===== src/rtl/alu_pkg.sv =====
// Shared ALU definitions.
// Used by the ALU, the ALU command driver and the round-control sequencer.
//   alu_op_t    : 2-bit ALU op code; all four encodings are legal.
//   drv_state_t : command-driver FSM states.
package alu_pkg;

  typedef enum logic [1:0] {
    ALU_AND = 2'b00,
    ALU_OR  = 2'b01,
    ALU_XOR = 2'b10,
    ALU_ADD = 2'b11
  } alu_op_t;

  typedef enum logic [1:0] {
    ACCEPT = 2'd0,
    EXEC   = 2'd1,
    RESP   = 2'd2
  } drv_state_t;

endpackage


===== src/rtl/alu_cmd_driver.sv =====
// Initiator side of the combinational ALU port.
// Accepts (op, operand, last) commands over valid/ready and drives one ALU
// operation per command. The ALU result is chained back into an accumulator
// that feeds operand_a. After the last command of a chain, the final value,
// zero flag and op/zero-hit counts are returned over a valid/ready response.
//
// Ports:
//   clk, rst_n        clock (rising edge), asynchronous active-low reset
//   cmd_valid/ready   command handshake; cmd_op, cmd_operand, cmd_last payload
//   operand_a/b, alu_op   to the external ALU
//   result, zero      from the external ALU (combinational)
//   rsp_valid/ready   response handshake
//   rsp_result, rsp_zero, rsp_op_count, rsp_zero_count   response payload
//
// Every output is a flop or a decode of the state register.
module alu_cmd_driver
  import alu_pkg::*;
#(
  parameter int WIDTH   = 4,
  parameter int COUNT_W = 4
) (
  input  logic               clk,
  input  logic               rst_n,
  input  logic               cmd_valid,
  output logic               cmd_ready,
  input  logic [1:0]         cmd_op,
  input  logic [WIDTH-1:0]   cmd_operand,
  input  logic               cmd_last,
  output logic [WIDTH-1:0]   operand_a,
  output logic [WIDTH-1:0]   operand_b,
  output logic [1:0]         alu_op,
  input  logic [WIDTH-1:0]   result,
  input  logic               zero,
  output logic               rsp_valid,
  input  logic               rsp_ready,
  output logic [WIDTH-1:0]   rsp_result,
  output logic               rsp_zero,
  output logic [COUNT_W-1:0] rsp_op_count,
  output logic [COUNT_W-1:0] rsp_zero_count
);

  localparam logic [COUNT_W-1:0] CNT_MAX = '1;

  drv_state_t         state_q, state_d;
  logic [WIDTH-1:0]   acc_q, acc_d;
  logic [WIDTH-1:0]   operand_b_q, operand_b_d;
  alu_op_t            alu_op_q, alu_op_d;
  logic               zero_q, zero_d;
  logic               last_q, last_d;
  logic [COUNT_W-1:0] op_count_q, op_count_d;
  logic [COUNT_W-1:0] zero_count_q, zero_count_d;

  always_comb begin
    state_d      = state_q;
    acc_d        = acc_q;
    operand_b_d  = operand_b_q;
    alu_op_d     = alu_op_q;
    zero_d       = zero_q;
    last_d       = last_q;
    op_count_d   = op_count_q;
    zero_count_d = zero_count_q;
    case (state_q)
      ACCEPT: begin
        if (cmd_valid) begin
          alu_op_d    = alu_op_t'(cmd_op);
          operand_b_d = cmd_operand;
          last_d      = cmd_last;
          state_d     = EXEC;
        end
      end
      EXEC: begin
        acc_d  = result;
        zero_d = zero;
        if (op_count_q != CNT_MAX) begin
          op_count_d = op_count_q + 1'b1;
        end
        if (zero && (zero_count_q != CNT_MAX)) begin
          zero_count_d = zero_count_q + 1'b1;
        end
        state_d = last_q ? RESP : ACCEPT;
      end
      RESP: begin
        if (rsp_ready) begin
          acc_d        = '0;
          zero_d       = 1'b0;
          op_count_d   = '0;
          zero_count_d = '0;
          state_d      = ACCEPT;
        end
      end
      default: state_d = ACCEPT;
    endcase
  end

  always_ff @(posedge clk or negedge rst_n) begin
    if (!rst_n) begin
      state_q     <= ACCEPT;
      acc_q       <= '0;
      operand_b_q <= '0;
      alu_op_q    <= ALU_AND;
      zero_q      <= 1'b0;
      last_q      <= 1'b0;
    end else begin
      state_q     <= state_d;
      acc_q       <= acc_d;
      operand_b_q <= operand_b_d;
      alu_op_q    <= alu_op_d;
      zero_q      <= zero_d;
      last_q      <= last_d;
    end
  end

  always_ff @(posedge clk or negedge rst_n) begin
    if (!rst_n) op_count_q <= '0;
    else        op_count_q <= op_count_d;
  end

  always_ff @(posedge clk or negedge rst_n) begin
    if (!rst_n) zero_count_q <= '0;
    else        zero_count_q <= zero_count_d;
  end

  // The accumulator only changes in EXEC and on response hand-off, so it can
  // feed both the ALU and the response payload directly.
  assign cmd_ready      = (state_q == ACCEPT);
  assign rsp_valid      = (state_q == RESP);
  assign operand_a      = acc_q;
  assign operand_b      = operand_b_q;
  assign alu_op         = alu_op_q;
  assign rsp_result     = acc_q;
  assign rsp_zero       = zero_q;
  assign rsp_op_count   = op_count_q;
  assign rsp_zero_count = zero_count_q;

endmodule

===== config.mk =====
export PLATFORM = sky130hd
export DESIGN_NAME = alu_cmd_driver
export DESIGN_NICKNAME = d
export VERILOG_FILES = /design/src/rtl/alu_pkg.sv /design/src/rtl/alu_cmd_driver.sv
export SDC_FILE = /design/constraint.sdc
export NUM_CORES = 1
export LEC_CHECK = 0
export CORE_ASPECT_RATIO = 0.75
export CORE_MARGIN = 1
export CORE_UTILIZATION = 35
export CTS_CLUSTER_DIAMETER = 50
export DETAILED_ROUTE_END_ITERATION = 10
export PLACE_DENSITY = 0.79
export SYNTH_ARGS = -nofsm -noshare
export SYNTH_HDL_FRONTEND = slang
export SYNTH_SLANG_ARGS = --single-unit

===== constraint.sdc =====
create_clock -name clk -period 1.2 [get_ports clk]
set_clock_uncertainty 0.1 [all_clocks]
set_input_delay 0.18 -clock clk [delete_from_list [all_inputs] [get_ports clk]]
set_output_delay 0.18 -clock clk [all_outputs]
set_load 0.005 [all_outputs]

Yosys cells after proc, flatten, opt, wreduce, memory -nomap -nowiden
Index checks and enable logic that the tools add are counted.
- register bits: 22
- latch bits: 0
- bits in writable memories: 0
- memory bits (read-only): 0
- bits of input ports: 16
- output and inout bits: 25
- word-level logic and storage cells: 38
- memories: 0
- $add $sub $neg: 2
- $mul: 0
- divide/modulo/power cells: 0
- magnitude comparators: 0
- equal/unequal tests: 8
- shift-type cells: 0
- mux-type cells: 12
- bitwise gates (word level): 0
- reduce and logical (&&, ||, !) cells: 8
- operators by type and width (cell ; count):
    $pmux 4 s2 ; 3
    $mux 4 ; 3
    $add 4x1->4 const B ; 2
    $ne 4x4->1 const B ; 2
    $mux 2 ; 3
    $ne 2x2->1 const B ; 3
    $pmux 2 s3 ; 1
    $reduce_and 2->1 ; 3
    $reduce_and 3->1 ; 2
    $eq 2x1->1 const B ; 1
    $eq 2x2->1 const B ; 1
    $logic_not 2->1 ; 1
    $ne 2x1->1 const B ; 1
    $pmux 1 s2 ; 1
    $reduce_bool 2->1 ; 1
    $logic_and 1x1->1 ; 1
    $mux 1 ; 1

Logic depth before layout (Yosys ltp)
- word-level depth: 4
- gate-level depth with buffers: 4
- depth with buffers taken out: 4

Worst setup path after synthesis
No wires, ideal clock.
- path kind: register -> register
- start: reg zero_count_q[0], in the netlist rsp_zero_count[0]
- end: reg zero_count_q[0], in the netlist rsp_zero_count[0]
- setup time: 0.079 ns
- arrival time: 1.156 ns
- required time: 1.021 ns
- slack: -0.135 ns
- stages on the path, launching flop included: 4
- path buffers: 0
- clock period less this slack: 1.335 ns
- cells stage by stage: dfrtp_1 -> ha_1 -> a311oi_2 -> mux2i_1
- word-level cells in the longest chain between the ends: 4
- elaborated cells on any way between the ends: 7
- classes of those cells: add/sub (1); eq/ne (2); mux (2); reduce/logical (2)
- RTL lines (what ; line ; text):
    start, declared ; alu_cmd_driver.sv:51 ; logic [COUNT_W-1:0] zero_count_q, zero_count_d;
    start signal, assigned ; alu_cmd_driver.sv:120 ; else zero_count_q <= zero_count_d;
    branches (longest 4 deep; another with $add 4x1->4) ; - ;
Parallel ways; which one is timed is not known. The select of a mux whose other input is x is not followed.
A chain may end at the register's enable or synchronous reset.

Worst setup path in the final report
- start: reg state_q[0]
- end: reg zero_count_q[1], in the netlist rsp_zero_count[1]
- word-level cells in the longest chain between the ends: 3
- elaborated cells on any way between the ends: 7
- classes of those cells: eq/ne (4); mux (1); reduce/logical (2)
- RTL lines (what ; line ; text):
    start, declared ; alu_cmd_driver.sv:44 ; drv_state_t state_q, state_d;
    start signal, assigned ; alu_cmd_driver.sv:104 ; state_q <= state_d;
    $eq 2x1->1 or $eq 2x2->1 (tied branches) ; alu_cmd_driver.sv:62 ; case (state_q)
    $ne 2x2->1 (no line), or another cell as far along ; - ;
    $reduce_and 3->1 (no line) ; - ;
Parallel ways exist; a longest one is shown, timed or not.

==> impl_metrics.yaml <==
status:
  outcome: "finished with violations"
  violations: "setup timing"
pwr:
  p_per_area_nw_per_um2: 2706
  p_leak_nw: 0.9824
  p_total_mw: 5.719
  vdd_drop_max_uv: 1402
setup_path:
  cp-end-kind: "register"
  cpMostUsedCell: "buf_6"
  required_ps: 1280
  arrival_ps: 1590
  r2r_start: "state_q[0]"
  crit_path_start_kind: "register"
  critPathKind: "register to register"
  cp_slowest_cell: "dfrtp_1"
  path_cells: "buf_6 > buf_6 > nand2b_4 > a311oi_4 > mux2i_1"
  crit_fanout: 6
  max_stage_delay_ps: 410
  startpoint: "state_q[0]"
  r2r_cells: 5
routing:
  post_drt_wl_per_cell_um: 17.87
  vias: 1184
  drc: 0
  avgViaCountPerCell: 5.333
  routed_wl_um: 3968
  drtIter0Drc: 58
  ant_nets: 0
  dr.pass1.iters: 4
timing:
  min_period_over_period_pct: 125.5
  hold_ws_ps: 151.3
  fmax_mhz: 664.0
  fin_crit_ps: 1506
  slew_viol_final: 0
  slew_headroom_pct: 79.73
  tightest_slew_ps: 299.3
  rsz0062_at_grt: "true"
  setup_slack_ps: -306.1
  hold_viol: 0
  setup_viol: 25
cts:
  clk_pin_slew_ps: 80
  htreeDepth: 1
  cts_tree: "yes"
  clock_tree.buffer_depth: 2
  cts_buffers: 3
  root_buffer: "clkbuf_8"
  clkLatencyLatePin_ps: 270
  ctsHoldBuffers: 0
  clock_sinks: 22
cells_and_area:
  area_growth_pct: 96.85
  antennaDiodeCount: 0
  layout.nets: 204
  drive_gt1_share_pct: 55.98
  utilization_pct: 71.99
die:
  ios: 41
  dieArea_um2: 3295
  start_util_pct: 36.57
  die_width_um: 65.95
  die_y_um: 49.97
  core_um2: 2935
  fp-row-count: 17
yosys:
  synthTopCellsByCount: "22 x dfrtp_1, 13 x nand2_1, 7 x mux2_4"
  synth_async_sr_flop_share_pct: 100.0
  yosys_warnings: 0
  synth_edf_count: 0
  ys_types: 27
  synth.most_common_cell: "dfrtp_1"
  synth_largest_area_cell: "dfrtp_1"
  ys_seq_area_share_pct: 51.28
  syn-instance-count: 94
  synth_top_area_share_pct: 51.28
  syn_area_um2: 1074
  ys_ff_latch: 22
  synth.avg_cell_area_um2: 11.42
  synth_nets: 112
  synth_flop_cell: "dfrtp_1"
  netlist_top_cells_area: "dfrtp_1 51%, mux2_4 9.8%, nand2_1 4.5%, mux2i_1 3.7%, o22ai_1 3.5%"
grt:
  grtUsageTotal_pct: 22.84
  antenna_found_initial: 0
  grt_pass1_wl_um: 5464
  grt_max_degree: 23
  grt-ovfl-total: 0
  grt_pass1_vias: 1213
flow_run:
  cap_violations: 0
worst_hold_path:
  hold_path_class: "primary input to asynchronous set/reset pin"
place:
  place_congestion: 0.7814
  io_buffers: 40
  hpwlAfterDp_um: 2148
-- layer usage --
| metal | up-vias | wire length, um | track usage [%] |
|---|---|---|---|
| li1 | 513 | - | - |
| met1 | 591 | 1528 | 23.73 |
| met2 | 62 | 2095 | 41.84 |
| met3 | 18 | 191 | 6.019 |
| met4 | 0 | 153 | 11.35 |
| met5 | - | 0 | 0 |
-- critical path, delay by kind of cell (launching register included) --
family          cells  cell delay, ps
compound gates      1             300
buf+inv             2             240
mux                 1             260
simple gates        1             110
flops               1             410
-- logic make-up after synthesis --
logic type / count (synthesis) / share of synthesized area (%)
DFF: 22 / 51.28
buffers and inverters: 14 / 7.925
AOI/OAI and AO/OA: 20 / 13.17
adders and majority gates: 2 / 2.331
and+or+nand+nor: 25 / 11.77
muxes: 11 / 13.52
-- area by class of cell --
| cell class | count | area, um2 |
|---|---|---|
| Timing Repair Buffer | 95 | 854.6 |
| Fill cell | 186 | 822.0 |
| Multi-Input combinational cell | 58 | 594.3 |
| Sequential cell | 22 | 553.0 |
| Tap cell | 38 | 47.55 |
| Clock buffer | 3 | 41.29 |
| Inverter | 6 | 22.52 |
-- state kept, by name, indices dropped and copies added (netlist names) --
name,flops
rsp_zero_count,4
rsp_zero,1
rsp_op_count,4
state_q,2
operand_a,4
alu_op,2
operand_b,4
last_q,1
-- where the power goes --
part	switching [mW]	internal (mW)	leakage [nW]
clock network	0.247	0.225	0.0216
registers	0.267	1.11	0.262
logic	1.57	2.30	0.699
total	2.08	3.64	0.982
-- path summary, 6_finish.rpt --
| check | end | slack (ps) |
|---|---|---|
| min | operand_b[2] | 150 |
| max | rsp_zero_count[1] | -310 |
| min reg2reg | last_q | 430 |
| min in group clk | last_q | 420 |
| max reg2reg | rsp_zero_count[1] | -310 |
| max in group asynchronous | rsp_zero_count[1] | 700 |
-- through the flow --
stage | area, um2 | setup slack, ps | std cells | TNS, ps
2_1_floorplan | 1119 | -120.1 | 94 | -1165
3_3_place_gp | 1659 | -285.1 | 183 | -3983
3_5_place_dp | 1659 | -367.4 | 183 | -4635
4_1_cts | 1984 | -215.5 | 215 | -3615
5_1_grt | 2113 | -331.8 | 222 | -6044
6_report | 2113 | -306.1 | 222 | -5384
-- layout by cell type, fill, tap and decap left out, types with 2 or more instances in the layout --
| cell | count |
|---|---|
| nand2b_4 | 3 |
| nand4_1 | 2 |
| nand2_1 | 9 |
| buf_4 | 41 |
| clkbuf_8 | 3 |
| inv_1 | 5 |
| buf_2 | 2 |
| mux2i_1 | 4 |
| a21oi_2 | 5 |
| buf_6 | 17 |
| o22ai_2 | 5 |
| mux2_4 | 7 |
| clkdlybuf4s15_1 | 16 |
| clkbuf_2 | 3 |
| nand2_4 | 3 |
| dfrtp_1 | 20 |
| dfrtp_2 | 2 |
| clkdlybuf4s50_1 | 15 |
-- repair_timing --
action | 4_1_cts | 5_1_grt
setup buffers | 29 | 7
pin swaps | 9 | 10
endpoints found under the setup margin | 45 | 42
gates resized for setup | 69 | 39
(Power assumes the default switching activity.)
